File: config.mk
export PLATFORM = sky130hd
export DESIGN_NAME = gate_ctrl
export DESIGN_NICKNAME = d
export VERILOG_FILES = /design/src/rtl/gate_ctrl.sv
export SDC_FILE = /design/constraint.sdc
export NUM_CORES = 1
export LEC_CHECK = 0
export BUFFER_PORTS_ARGS = -buffer_cell sky130_fd_sc_hd__buf_2
export CAP_MARGIN = 15
export CORE_MARGIN = 4
export CORE_UTILIZATION = 30
export DETAILED_ROUTE_END_ITERATION = 8
export MAX_ROUTING_LAYER = met4
export SLEW_MARGIN = 10
export SYNTH_ARGS = -nofsm -noshare
export SYNTH_HDL_FRONTEND = slang
export SYNTH_SLANG_ARGS = --single-unit
File: constraint.sdc
create_clock -name clk -period 8 [get_ports clk]
set_input_delay 0.8 -clock clk [delete_from_list [all_inputs] [get_ports clk]]
set_output_delay 0.8 -clock clk [all_outputs]
set_load 0.02 [all_outputs]
File: src/rtl/gate_ctrl.sv
// Gate and readout controller for an equal-precision frequency meter: opens and closes
// the event-counter gate on synchronized F_IN edges and latches N_x, N_REF and overflow.
module gate_ctrl #(
    parameter int GATE_CYCLES = 50000000,
    parameter int REF_W       = 32,
    parameter int SETTLE      = 2,
    parameter int TIMEOUT     = 100000000
) (
    input  logic             clk,
    input  logic             rst,
    input  logic             f_in,
    input  logic [3:0]       q0,
    input  logic [3:0]       q1,
    input  logic [3:0]       q2,
    input  logic [3:0]       q3,
    input  logic [3:0]       q4,
    input  logic [3:0]       q5,
    input  logic             f_ovf,
    output logic             en,
    output logic             clr,
    output logic [3:0]       d0,
    output logic [3:0]       d1,
    output logic [3:0]       d2,
    output logic [3:0]       d3,
    output logic [3:0]       d4,
    output logic [3:0]       d5,
    output logic [REF_W-1:0] n_ref,
    output logic             valid,
    output logic             ovf,
    output logic             no_sig
);

    localparam int WD_W = $clog2(TIMEOUT + 1);
    localparam int ST_W = $clog2(SETTLE + 1);
    localparam logic [REF_W-1:0] GATE_LEN = REF_W'(GATE_CYCLES);
    localparam logic [WD_W-1:0]  WD_LAST  = WD_W'(TIMEOUT - 1);
    localparam logic [ST_W-1:0]  ST_LAST  = ST_W'(SETTLE - 1);

    typedef enum logic [1:0] {
        S_CLEAR,
        S_ARM,
        S_GATE,
        S_SETTLE
    } state_t;

    state_t           state;
    logic [2:0]       fin_sync;
    logic [1:0]       ovf_sync;
    logic [REF_W-1:0] ref_cnt;
    logic [REF_W-1:0] timer;
    logic [WD_W-1:0]  wdog;
    logic [ST_W-1:0]  settle_cnt;
    logic             edge_seen;
    logic             ovf_flag;
    logic             fin_edge;
    logic             expired;
    logic             wd_fire;

    // fin_sync[1] is the synchronized F_IN; fin_sync[2] is its previous value.
    assign fin_edge = fin_sync[1] & ~fin_sync[2];
    assign expired  = (timer >= GATE_LEN);
    assign wd_fire  = (state != S_SETTLE) && !fin_edge && (wdog == WD_LAST);

    always_ff @(posedge clk or posedge rst) begin
        if (rst) begin
            fin_sync <= '0;
            ovf_sync <= '0;
        end else begin
            // NOTE: non-blocking assignments make each stage take the previous stage's old value,
            // which is what turns this shift into a real multi-flop synchronizer.
            fin_sync <= {fin_sync[1:0], f_in};
            ovf_sync <= {ovf_sync[0], f_ovf};
        end
    end

    always_ff @(posedge clk or posedge rst) begin
        if (rst) begin
            state      <= S_CLEAR;
            en         <= 1'b0;
            clr        <= 1'b1;
            d0         <= '0;
            d1         <= '0;
            d2         <= '0;
            d3         <= '0;
            d4         <= '0;
            d5         <= '0;
            n_ref      <= '0;
            valid      <= 1'b0;
            ovf        <= 1'b0;
            no_sig     <= 1'b0;
            ref_cnt    <= '0;
            timer      <= '0;
            wdog       <= '0;
            settle_cnt <= '0;
            edge_seen  <= 1'b0;
            ovf_flag   <= 1'b0;
        end else begin
            valid <= 1'b0;
            if (state != S_SETTLE) begin
                wdog <= fin_edge ? '0 : wdog + 1'b1;
            end

            if (wd_fire) begin
                // No F_IN edge for TIMEOUT cycles: publish an empty result flagged as no signal.
                state     <= S_CLEAR;
                en        <= 1'b0;
                clr       <= 1'b1;
                d0        <= '0;
                d1        <= '0;
                d2        <= '0;
                d3        <= '0;
                d4        <= '0;
                d5        <= '0;
                n_ref     <= '0;
                ovf       <= 1'b0;
                no_sig    <= 1'b1;
                valid     <= 1'b1;
                edge_seen <= 1'b0;
                wdog      <= '0;
            end else begin
                case (state)
                    S_CLEAR: begin
                        // CLR must be seen by the counter on two F_IN edges before arming.
                        if (fin_edge) begin
                            if (edge_seen) begin
                                state     <= S_ARM;
                                clr       <= 1'b0;
                                edge_seen <= 1'b0;
                            end else begin
                                edge_seen <= 1'b1;
                            end
                        end
                    end
                    S_ARM: begin
                        if (fin_edge) begin
                            state    <= S_GATE;
                            en       <= 1'b1;
                            ref_cnt  <= REF_W'(1);
                            timer    <= REF_W'(1);
                            ovf_flag <= 1'b0;
                        end
                    end
                    S_GATE: begin
                        ovf_flag <= ovf_flag | ovf_sync[1];
                        if (fin_edge && expired) begin
                            state      <= S_SETTLE;
                            en         <= 1'b0;
                            settle_cnt <= '0;
                        end else begin
                            ref_cnt <= (ref_cnt == '1) ? ref_cnt : ref_cnt + 1'b1;
                            if (!expired) begin
                                timer <= timer + 1'b1;
                            end
                        end
                    end
                    S_SETTLE: begin
                        // Digits are read only after the counter has had SETTLE cycles to ripple.
                        if (settle_cnt == ST_LAST) begin
                            d0        <= q0;
                            d1        <= q1;
                            d2        <= q2;
                            d3        <= q3;
                            d4        <= q4;
                            d5        <= q5;
                            n_ref     <= ref_cnt;
                            ovf       <= ovf_flag;
                            no_sig    <= 1'b0;
                            valid     <= 1'b1;
                            state     <= S_CLEAR;
                            clr       <= 1'b1;
                            edge_seen <= 1'b0;
                            wdog      <= '0;
                        end else begin
                            settle_cnt <= settle_cnt + 1'b1;
                        end
                    end
                    default: state <= S_CLEAR;
                endcase
            end
        end
    end

endmodule

Yosys cells after proc, flatten, opt, wreduce, memory -nomap -nowiden --
Index checks and enable logic that the tools add are counted. W data, S select, Z words.
Word-level totals: register bits after elaboration 163, input bits 28, output and inout port bits 61, word-level logic and storage cells 135
Operators by class: add/sub/neg operators 4, $lt $le $gt $ge 1, eq/ne operators 18, multiplexer cells 67, bitwise logic cells 4, reduce and logical (&&, ||, !) cells 20
Operators by type and width (count):
- $mux W32 | 8
- $mux W27 | 5
- $pmux W32 S2 | 2
- $mux W4 | 18
- $add A32 B1 Y32 const B | 2
- $eq A32 B32 Y1 const B | 1
- $ge A32 B26 Y1 const B | 1
- $add A27 B1 Y27 const B | 1
- $eq A27 B27 Y1 const B | 1
- $mux W1 | 20
- $mux W2 | 8
- $ne A3 B3 Y1 const B | 5
- $reduce_and A5 Y1 | 3
- $ne A2 B2 Y1 const B | 7
- $reduce_and A3 Y1 | 3
- $pmux W1 S2 | 4
- $pmux W2 S4 | 1
- $reduce_and A4 Y1 | 2
- $reduce_bool A2 Y1 | 4
- $reduce_bool A3 Y1 | 2
- $eq A2 B1 Y1 const B | 2
- $eq A2 B2 Y1 const B | 2
- $pmux W2 S2 | 1
- $logic_and A1 B1 Y1 | 3
- 7 further kinds | 8

Depth between registers and ports, before layout --
Gate-level depths: netlist (run 1).
word-level depth 7, depth in mapped cells 10, mapped depth without buffers 8

Least setup slack after synthesis (run 1) --
Ideal clock, no wire load.
path kind flip-flop to flip-flop, from register wdog[0], to register ref_cnt[26], setup time 0.079 ns, arrival 2.225 ns, required time 7.921 ns, setup slack 5.695 ns, cell stages (with the launch flop) 10, buffers on the path 2, clock period less this slack 2.305 ns, cells stage by stage dfrtp_1 > ha_1 > and3_1 > buf_2 > nand4_2 > or4_1 > and3_1 > clkbuf_1 > nand4_1 > mux2i_1
On the way: longest elaborated chain between the ends 4
RTL lines:
- start: declaration | RTL line 51 | logic [WD_W-1:0] wdog;
- start signal: assignment | RTL line 100 | wdog <= fin_edge ? '0 : wdog + 1'b1;
- $eq A27 B27 Y1 | RTL line 62 | assign wd_fire = (state != S_SETTLE) && !fin_edge && (wdog == WD_LAST);
- $logic_and A1 B1 Y1 | RTL line 62
- $not A1 Y1 (no line)
- $reduce_and A5 Y1 (no line)
- end signal: assignment | RTL line 150 | ref_cnt <= (ref_cnt == '1) ? ref_cnt : ref_cnt + 1'b1;
- end: declaration | RTL line 49 | logic [REF_W-1:0] ref_cnt;
Every way passes these cells. A chain may end at the register's enable or synchronous reset.

Final worst setup path (run 1) --
from register state[0], to register settle_cnt[0]
On the way: longest elaborated chain between the ends 5, elaborated cells on any way between the ends 11, those cells by class 5 x eq/ne; 1 x mux; 1 x bitwise; 4 x reduce/logical
RTL lines:
- start: declaration | RTL line 46 | state_t state;
- start signal: assignment | RTL line 78 | state <= S_CLEAR;
- start signal: assignment | RTL line 105 | state <= S_CLEAR;
- start signal: assignment | RTL line 126 | state <= S_ARM;
- $ne A2 B2 Y1 | RTL line 62
- $logic_and A1 B1 Y1 (2 in a row) | RTL line 62
- $not A1 Y1 (no line)
- $reduce_and A4 Y1 (no line)
- end signal: assignment | RTL line 174 | settle_cnt <= settle_cnt + 1'b1;
- end: declaration | RTL line 52 | logic [ST_W-1:0] settle_cnt;
Parallel ways exist; a longest one is shown, timed or not.

==> summary.md, run 1 <==
| Metric | Value |
|---|---|
| Synth top area cells | `dfrtp_1 48%, a21oi_1 7.6%, nand2_1 5.5%, nand3_1 5.3%, nor2_1 2.4%` |
| Yosys top cell area share | `47.8%` |
| Setup TNS | `0 ps` |
| Largest area contributor in the netlist | `dfrtp_1` |
| Area growth, synth to finish | `16.2%` |
| Crit path kind | `reg2reg` |
| Num rows | `61` |
| Routed WL | `22.4 mm` |
| Avg Cell Area, Syn | `8.83 µm²` |
| Port bufs | `88` |
| Drt first pass iters | `6` |
| Commonest non-fill, non-tap cells in the layout | `162 x dfrtp_1, 129 x a21oi_1, 124 x nand2_1, 90 x nand3_1, 88 x buf_2` |
| Avg WL per Cell | `between 15 and 20 µm` |
| Leakage | `0.00422 µW` |
| Setup bufs post-CTS | `0` |
| Synth Register Bits | `163` |
| Largest net degree at the start of global routing | `110` |
| Peak VDD IR | `0.000184 V` |
| Global route overflow | `0` |
| Core outline area | `27900 µm²` |
| CP arrival | `3790 ps` |
| Vias in the first global route | `approximately 7400` |
| Final net count | `~1100` |
| Slew HR | `28.8%` |
| Hpwl dp | `about 14 mm` |
| CP required | `around 8300 ps` |
| CTS tree | `done` |
| Crit. End Element | `register` |
| CP max stage delay | `840 ps` |
| Vias per cell | `5.38` |
| Clock latency at the later pin of the worst-skew pair | `about 430 ps` |
| I/O pins | `89` |
| Synthesized area | `between 8000 and 9000 µm²` |
| Hold buffers post-CTS | `0` |
| Max Cap Violations | `0` |
| Post-CTS sizing | `0` |
| Buffers & Inverters on Critical Path | `1` |
| Clk_skew | `roughly 8.4 ps` |
| RSZ-0062 raised after global routing | `false` |
| Via Count | `7559` |
| CP cell instances | `ha_2, buf_4, nor3_1, or4b_2, nand2_1, o21ai_0, o221ai_1` |
| Initial core utilization | `30.4%` |
| Final-report setup violation count | `0` |
| Post-route DRC | `0` |
| Fmax | `290 MHz` |
| CTS sink cnt | `approximately 160` |
| Leading cell type in the layout, fill and taps excluded | `dfrtp_1` |
| Final period util | `43.2%` |
| Share of cells above drive strength 1 | `14.8%` |
| Sequential share of power | `36.2%` |
| CP delay by family, top | `simple AND/OR/NAND/NOR gates` |
| Antenna violations before repair | `0` |
| Gr usage total | `15.0%` |
| Share of flip-flops with an asynchronous set or reset | `100%` |
| Worst-path clk slew | `70 ps` |
| Post-synthesis sequential area ratio | `48.1%` |
| Clock power frac | `roughly a third` |
| CTS Root Cell | `clkbuf_16` |
| Net Switching | `1060 µW` |
| Crit path max fanout | `91` |
| Min-Delay Path Class | `reg2reg` |
| Die ar. | `31000 µm²` |
| Gp weighted congestion | `0.806` |
| Startpoint Class | `register` |
| CTS Buffer Depth | `2` |
| Die width | `176 µm` |
| Chip height | `176 µm` |
| Max stage delay cell, worst path | `nand2_1` |
| Inserted Clock Buffers | `17` |
| Status | `finished clean` |
| Max Slew Vio Count | `0` |
| Ys flop type | `dfrtp_1` |
| Syn Inst Count | `960` |
| Layout Utilization | `a little over a third` |
| Non-Filler Instances | `1404` |
| Final ANT Viol Nets | `0` |
| Fin Hold WS | `341 ps` |
| Iter 0 DRT Violations | `801` |
| Sw Ratio | `a little under two fifths` |
| EDFF count, synth | `0` |
| Slew @ Worst Pin | `~1100 ps` |
| Pwr Density | `281 nW/µm²` |
| First-pass GRT wire length | `37.9 mm` |
| Antenna diodes | `0` |
| Min Clock Period, post-route | `3450 ps` |
| Cell Int Power | `1710 µW` |
| Syn. warnings | `0` |
| Comb power frac | `32.2%` |
| H-tree depth | `4` |
| Fill count | `2884` |
| Final hold violations | `0` |
| Placed insts | `1370` |
| Cell variety after synth | `57` |
| Power Total | `2770 µW` |
| Synth Net Count | `998` |
-- flip-flops by register name (all words and copies together) (netlist names), 4 cells and up --
signal and flops:
d0 4, d4 4, wdog 27, d2 4, d1 4, n_ref 32, d3 4, ref_cnt 32
timer 32, d5 4
-- power groups by stage --
| stage | Combinational [µW] | Sequential [µW] | Clock, µW |
|---|---|---|---|
| floorplan | 567 | 1100 | 0 |
| global placement | 868 | 1020 | 0 |
| detailed placement | 882 | 1020 | 0 |
| CTS | 883 | 1000 | 893 |
| global route | 998 | 1020 | 926 |
| finish | 892 | 1000 | 877 |
-- synth_stat cells (3+ instances only) --
library cell / instances
ha_1: 10
nand3b_1: 4
a41oi_1: 3
buf_1: 7
nand2_1: 125
nand4b_1: 3
a21oi_1: 129
o31ai_1: 27
o21ai_0: 40
o32ai_1: 3
and2_1: 18
and3_1: 11
o41ai_1: 3
clkbuf_1: 41
dfrtp_1: 162
a31oi_1: 10
buf_2: 10
or4_1: 25
nor3_1: 19
or4b_2: 3
a31o_2: 3
inv_1: 19
and4_1: 13
or3_1: 14
nand4_1: 31
nor2_1: 55
nor4b_1: 3
nand3_1: 90
nand2b_1: 12
mux2i_1: 12
a21o_1: 4
o21a_1: 3
buf_4: 4
nor4_1: 12
-- layout make-up --
cell class / count / area (µm²) / share of cell area, %
multi-input combinational: 715 / 4080 / 41.4
clock inverter: 12 / 180 / 1.83
inverter: 19 / 76.3 / 0.774
tap: 378 / 473 / 4.80
timing repair buffer: 97 / 533 / 5.41
clock buffer: 20 / 437 / 4.43
sequential: 163 / 4080 / 41.4
-- cell families after synthesis --
| group | synth area share, % |
|---|---|
| AND/OR/NAND/NOR | 28.3 |
| adder cells (fa/ha/maj) | 1.48 |
| flip-flops | 48.1 |
| multiplexers | 1.55 |
| XOR/XNOR | 0.207 |
| AO/OA/AOI/OAI | 16.3 |
| buffers and inverters | 4.04 |
-- metal layers --
| layer | vias up | track usage (%) | share of wire (%) |
|---|---|---|---|
| met3 | 21 | 2.53 | 4.3 |
| met4 | 0 | 4.22 | 1.5 |
| met5 | - | - | 0 |
| li1 | 3634 | - | - |
| met1 | 3735 | 20.8 | 48 |
| met2 | 169 | 23.0 | 46 |
-- stage by stage --
stage,setup slack (ps),cell area (µm²)
after floorplan,2800,8480
after global placement,3940,9200
after detailed placement,3880,9200
after CTS,3870,9820
after global routing,4250,9860
final,4550,9860
-- worst paths after layout --
kind,startpoint,end,slack (ps),depth (start not counted)
worst max-delay path,state[0],settle_cnt[0],4550,7
worst min-delay path,ovf_sync[0],ovf_sync[1],340,0
worst max register to register,state[0],settle_cnt[0],4550,7
worst min register to register,ovf_sync[0],ovf_sync[1],340,0
max in group asynchronous,rst,wdog[12],6060,3
min in group asynchronous,rst,d5[3],600,2
-- worst reg2reg max path, delay by kind of cell, from the launching register on --
| family | cells | cell delay (ps) |
|---|---|---|
| adder cells (fa/ha/maj) | 1 | 210 |
| AO/OA/AOI/OAI | 2 | 350 |
| AND/OR/NAND/NOR | 3 | 2010 |
| flip-flops | 1 | 410 |
| buffers and inverters | 1 | 390 |
Note: power is estimated with default switching activity, not from simulation.
==> run 2, diff against run 1 <==
- clock period: 8 -> 3.4 ns (I/O delays scaled with it)
==> summary.md, run 2 (same netlist as run 1, synthesis figures left out) <==
| Metric | Value |
|---|---|
| Biggest regs | `n_ref x32, ref_cnt x32, timer x32` |
| Routed WL | `22.4 mm` |
| Global route overflow | `0` |
| Clock latency at the later pin of the worst-skew pair | `430 ps` |
| Antenna violations before repair | `0` |
| Post-CTS sizing | `0` |
| CTS Buffer Depth | `2` |
| Via Count | `7518` |
| Setup bufs post-CTS | `0` |
| Slew HR | `between 30% and 40%` |
| GR Util met3 | `under 10%` |
| First-pass GRT wire length | `37.4 mm` |
| Leading cell type in the layout, fill and taps excluded | `dfrtp_1` |
| Busiest layer in global routing | `met2` |
| Iter 0 DRT Violations | `640` |
| CP arrival | `3160 ps` |
| Vias per cell | `5.31` |
| Grt met1 use | `about a fifth` |
| Power Total | `~6500 µW` |
| CP cell instances | `ha_1, and3_1, nand4_2, nor4b_2, buf_4, nor2_1, nand4_1, mux2i_1` |
| Crit. End Element | `register` |
| Die ar. | `31000 µm²` |
| Max stage delay cell, worst path | `buf_4` |
| Die width | `176 µm` |
| Antenna diodes | `0` |
| Drt first pass iters | `5` |
| RSZ-0062 raised after global routing | `false` |
| Hold buffers post-CTS | `0` |
| Status | `finished clean` |
| Post-route DRC | `0` |
| Initial core utilization | `30.4%` |
| Gr usage total | `approximately 15%` |
| Layout Utilization | `35.6%` |
| H-tree depth | `4` |
| Clk_skew | `11.0 ps` |
| Final net count | `1062` |
| Fin Hold WS | `27.3 ps` |
| Inserted Clock Buffers | `17` |
| Largest net degree at the start of global routing | `164` |
| Avg WL per Cell | `15.8 µm` |
| Area growth, synth to finish | `17.0%` |
| Leakage | `0.00426 µW` |
| Core outline area | `27900 µm²` |
| Chip height | `176 µm` |
| Min Clock Period, post-route | `2820 ps` |
| CTS Root Cell | `clkbuf_16` |
| Vias in the first global route | `7168` |
| CP required | `around 3800 ps` |
| Num rows | `~60` |
| Setup TNS | `0 ps` |
| Commonest non-fill, non-tap cells in the layout | `162 x dfrtp_1, 129 x a21oi_1, 124 x nand2_1, 90 x nand3_1, 88 x buf_2` |
| I/O pins | `89` |
| Final instance area | `9920 µm²` |
| CTS sink cnt | `between 150 and 200` |
| Pwr Density | `658 nW/µm²` |
| Final ANT Viol Nets | `0` |
| Final-report setup violation count | `0` |
| Met2 Usage GRT | `a little over a fifth` |
| Placed Area | `9310 µm²` |
| Slew @ Worst Pin | `1020 ps` |
| CTS tree | `done` |
| Peak VDD IR | `approximately 0.00033 V` |
| Startpoint Class | `register` |
| Final hold violations | `0` |
| Hpwl dp | `14.5 mm` |
| Share of cells above drive strength 1 | `between 10% and 20%` |
| Worst-path clk slew | `60 ps` |
| Min-Delay Path Class | `in2reg` |
| Gp weighted congestion | `about 0.8` |
| CP max stage delay | `660 ps` |
| Max Slew Vio Count | `0` |
| Final period util | `between 80 and 90%` |
| Crit path max fanout | `63` |
| Max Cap Violations | `0` |
| Fmax | `355 MHz` |
| Crit path kind | `reg2reg` |
| Port bufs | `88` |
[run 2: changes by cell type in the layout (fill, tap and decap cells not counted), sizes merged]
| cell | delta |
|---|---|
| inv | -2 |
| buf | +11 |
| clkinvlp | +2 |
[run 2: area by class of cell]
type / instances / area (µm²)
fillers: 2853 / 17900
flip-flops and latches: 163 / 4080
clock inverters: 12 / 181
multi-input cells: 715 / 4070
well taps: 378 / 473
inverters: 19 / 75.1
repair buffers: 108 / 603
clock buffers: 20 / 437
[run 2: critical path: cells and delay by family, from the launching register on]
family | cells | cell delay [ps]
buffers and inverters | 1 | 660
adders and majority gates | 1 | 200
DFF | 1 | 390
and+or+nand+nor | 5 | 1280
muxes | 1 | 190
[run 2: per-stage QoR]
step                setup slack [ps]  instances
floorplan                        990        960
global placement                 677       1383
detailed placement               605       1383
CTS                              566       1415
global route                     344       1415
finish                           581       1415
[run 2: worst paths after layout]
path | start | to | slack [ps] | cells past startpoint
max | wdog[0] | ref_cnt[30] | 580 | 8
min | f_in | fin_sync[0] | 30 | 1
max reg2reg | wdog[0] | ref_cnt[30] | 580 | 8
min reg2reg | fin_sync[0] | fin_sync[1] | 360 | 0
max in group asynchronous | rst | wdog[4] | 2470 | 3
min in group asynchronous | rst | d5[3] | 80 | 3
[run 2: routing by layer]
metal / vias to the layer above / part of all wire, %
met1: 3670 / 49
met5: - / 0
met3: 17 / 4.4
li1: 3645 / -
met4: 0 / 1.5
met2: 186 / 45
[run 2: report_power, final]
group          leakage (µW)  switching [µW]  internal [µW]  total [µW]
Combinational       0.00179            1520            613        2130
Sequential          0.00219             161           2200        2360
Clock              0.000292             807           1230        2040
==> run 3, diff against run 2 <==
- clock period: 3.4 -> 2.6 ns (I/O delays scaled with it)
==> summary.md, run 3 (same netlist as run 1, synthesis figures left out) <==
| Metric | Value |
|---|---|
| Status | `finished clean` |
| Port bufs | `88` |
| Initial core utilization | `slightly above 30%` |
| Iter 0 DRT Violations | `580` |
| Drt first pass iters | `5` |
| Sw Ratio | `a little under two fifths` |
| CTS sink cnt | `163` |
| Core outline area | `around 28000 µm²` |
| Antenna diodes | `0` |
| Sequential Area | `4080 µm²` |
| Gp weighted congestion | `0.822` |
| Num rows | `61` |
| Area of the multi-input gates | `4150 µm²` |
| Fin Hold WS | `roughly 75 ps` |
| I/O pins | `89` |
| Routed WL | `around 23 mm` |
| CP max stage delay | `560 ps` |
| CTS Root Cell | `clkbuf_16` |
| Slew @ Worst Pin | `767 ps` |
| Slew HR | `between 40% and 50%` |
| Avg WL per Cell | `15.9 µm` |
| Fill count | `roughly 2800` |
| Area growth, synth to finish | `22.7%` |
| Final hold violations | `0` |
| Share of cells above drive strength 1 | `between 10% and 20%` |
| Crit path kind | `reg2reg` |
| Pwr Density | `between 800 and 900 nW/µm²` |
| Commonest non-fill, non-tap cells in the layout | `162 x dfrtp_1, 126 x a21oi_1, 123 x nand2_1, 90 x nand3_1, 88 x buf_2` |
| Final net count | `1108` |
| Met2 Usage GRT | `23.4%` |
| Busiest layer in global routing | `met2` |
| Via Count | `7760` |
| Startpoint Class | `register` |
| Max Cap Violations | `0` |
| Max Slew Vio Count | `0` |
| Comb power frac | `between 30 and 40%` |
| CTS Buffer Depth | `2` |
| Grt met1 use | `21.1%` |
| Global route overflow | `0` |
| CP arrival | `around 2900 ps` |
| Power Total | `~8600 µW` |
| Leakage | `0.00452 µW` |
| Layout Utilization | `37.4%` |
| Leading cell type in the layout, fill and taps excluded | `dfrtp_1` |
| Crit path max fanout | `32` |
| Vias in the first global route | `7500` |
| Antenna violations before repair | `0` |
| CP delay by family, top | `simple AND/OR/NAND/NOR gates` |
| Min-Delay Path Class | `in2reg` |
| CTS tree | `done` |
| Die ar. | `31000 µm²` |
| Placed insts | `about 1400` |
| Max stage delay cell, worst path | `or4_4` |
| Buffers & Inverters on Critical Path | `2` |
| Peak VDD IR | `0.000441 V` |
| Largest net degree at the start of global routing | `between 60 and 70` |
| Clk_skew | `between 15 and 20 ps` |
| Post-route DRC | `0` |
| Final ANT Viol Nets | `0` |
| Vias per cell | `5.32` |
| Worst-path clk slew | `about 70 ps` |
| Crit. End Element | `register` |
| Die width | `176 µm` |
| Final period util | `97.2%` |
| Sequential share of power | `35.6%` |
| Non-Filler Instances | `1459` |
| First-pass GRT wire length | `38.8 mm` |
| Clock latency at the later pin of the worst-skew pair | `430 ps` |
| Inserted Clock Buffers | `17` |
| Clock power frac | `29.1%` |
| GR Util met3 | `3.21%` |
| CP required | `2940 ps` |
| Fmax | `about 400 MHz` |
| Min Clock Period, post-route | `~2500 ps` |
| H-tree depth | `4` |
| Chip height | `176 µm` |
| Hpwl dp | `15.6 mm` |
| Net Switching | `3290 µW` |
| Gr usage total | `15.4%` |
| CP cell instances | `or4_4, o211ai_4, and4_4, buf_4, nor3_2, buf_12, or4_1, a21oi_1` |
| Cell Int Power | `between 5000 and 6000 µW` |
| Biggest regs | `n_ref x32, ref_cnt x32, timer x32` |
| Final-report setup violation count | `0` |
## run 3: changes by cell type in the layout (fill, tap and decap cells not counted), sizes merged
cell / delta
buf: +43
bufinv: -2
clkbuf: +2
clkinv: -2
clkinvlp: +1
dlygate4sd3: +3
inv: -1
## run 3: through the flow
stage / cell area [µm²] / setup TNS [ps] / setup WS (ps)
2_1_floorplan: 8480 / 0 / 270
3_3_place_gp: 9690 / 0 / 69.0
3_5_place_dp: 9700 / 0 / 91.1
4_1_cts: 10300 / 0 / 51.3
5_1_grt: 10400 / -81.6 / -70.5
6_report: 10400 / 0 / 73.9
## run 3: path summary, 6_finish.rpt
kind	from	to	slack, ps	depth (start not counted)
setup reg to reg	timer[10]	timer[14]	70	8
hold reg to reg	ovf_sync[0]	ovf_sync[1]	350	0
max in group asynchronous	rst	n_ref[11]	1320	4
setup / recovery	timer[10]	timer[14]	70	8
hold / removal	q3[1]	d3[1]	70	3
min in group asynchronous	rst	wdog[18]	500	3
## run 3: worst register-to-register path, cell delays in order (launching register included)
cell and delay (ps):
dfrtp_1 410, or4_4 560, o211ai_4 220, and4_4 250
buf_4 120, nor3_2 40, buf_12 170, or4_1 510
a21oi_1 170
## run 3: routing by layer
layer  share of wire [%]  vias to the layer above
li1                    -                     3745
met1                  48                     3803
met2                  46                      187
met3                 5.2                       25
met4                 1.5                        0
met5                   0                        -
## run 3: repair_timing
action	4_1_cts	5_1_grt
buffers inserted	0	2
gates resized for setup	0	15
endpoints found under the setup margin	0	82
hold endpoints to repair	28	0
hold buffers	3	0
## run 3: final cells by class
type	count	area share, %
Clock buffer	22	4.56
Clock inverter	8	0.998
Inverter	19	0.721
Multi-Input combinational cell	715	39.9
Sequential cell	163	39.2
Tap cell	378	4.55
Timing Repair Buffer	154	10.1
## run 3: power groups by stage
stage                     Clock [µW]  Combinational (µW)  Sequential (µW)
after floorplan                    0                1740             3370
after global placement             0                3000             3110
after CTS                       2570                3060             3080
after global routing            2690                3400             3120
after detailed placement           0                3040             3120
final                           2510                3060             3080
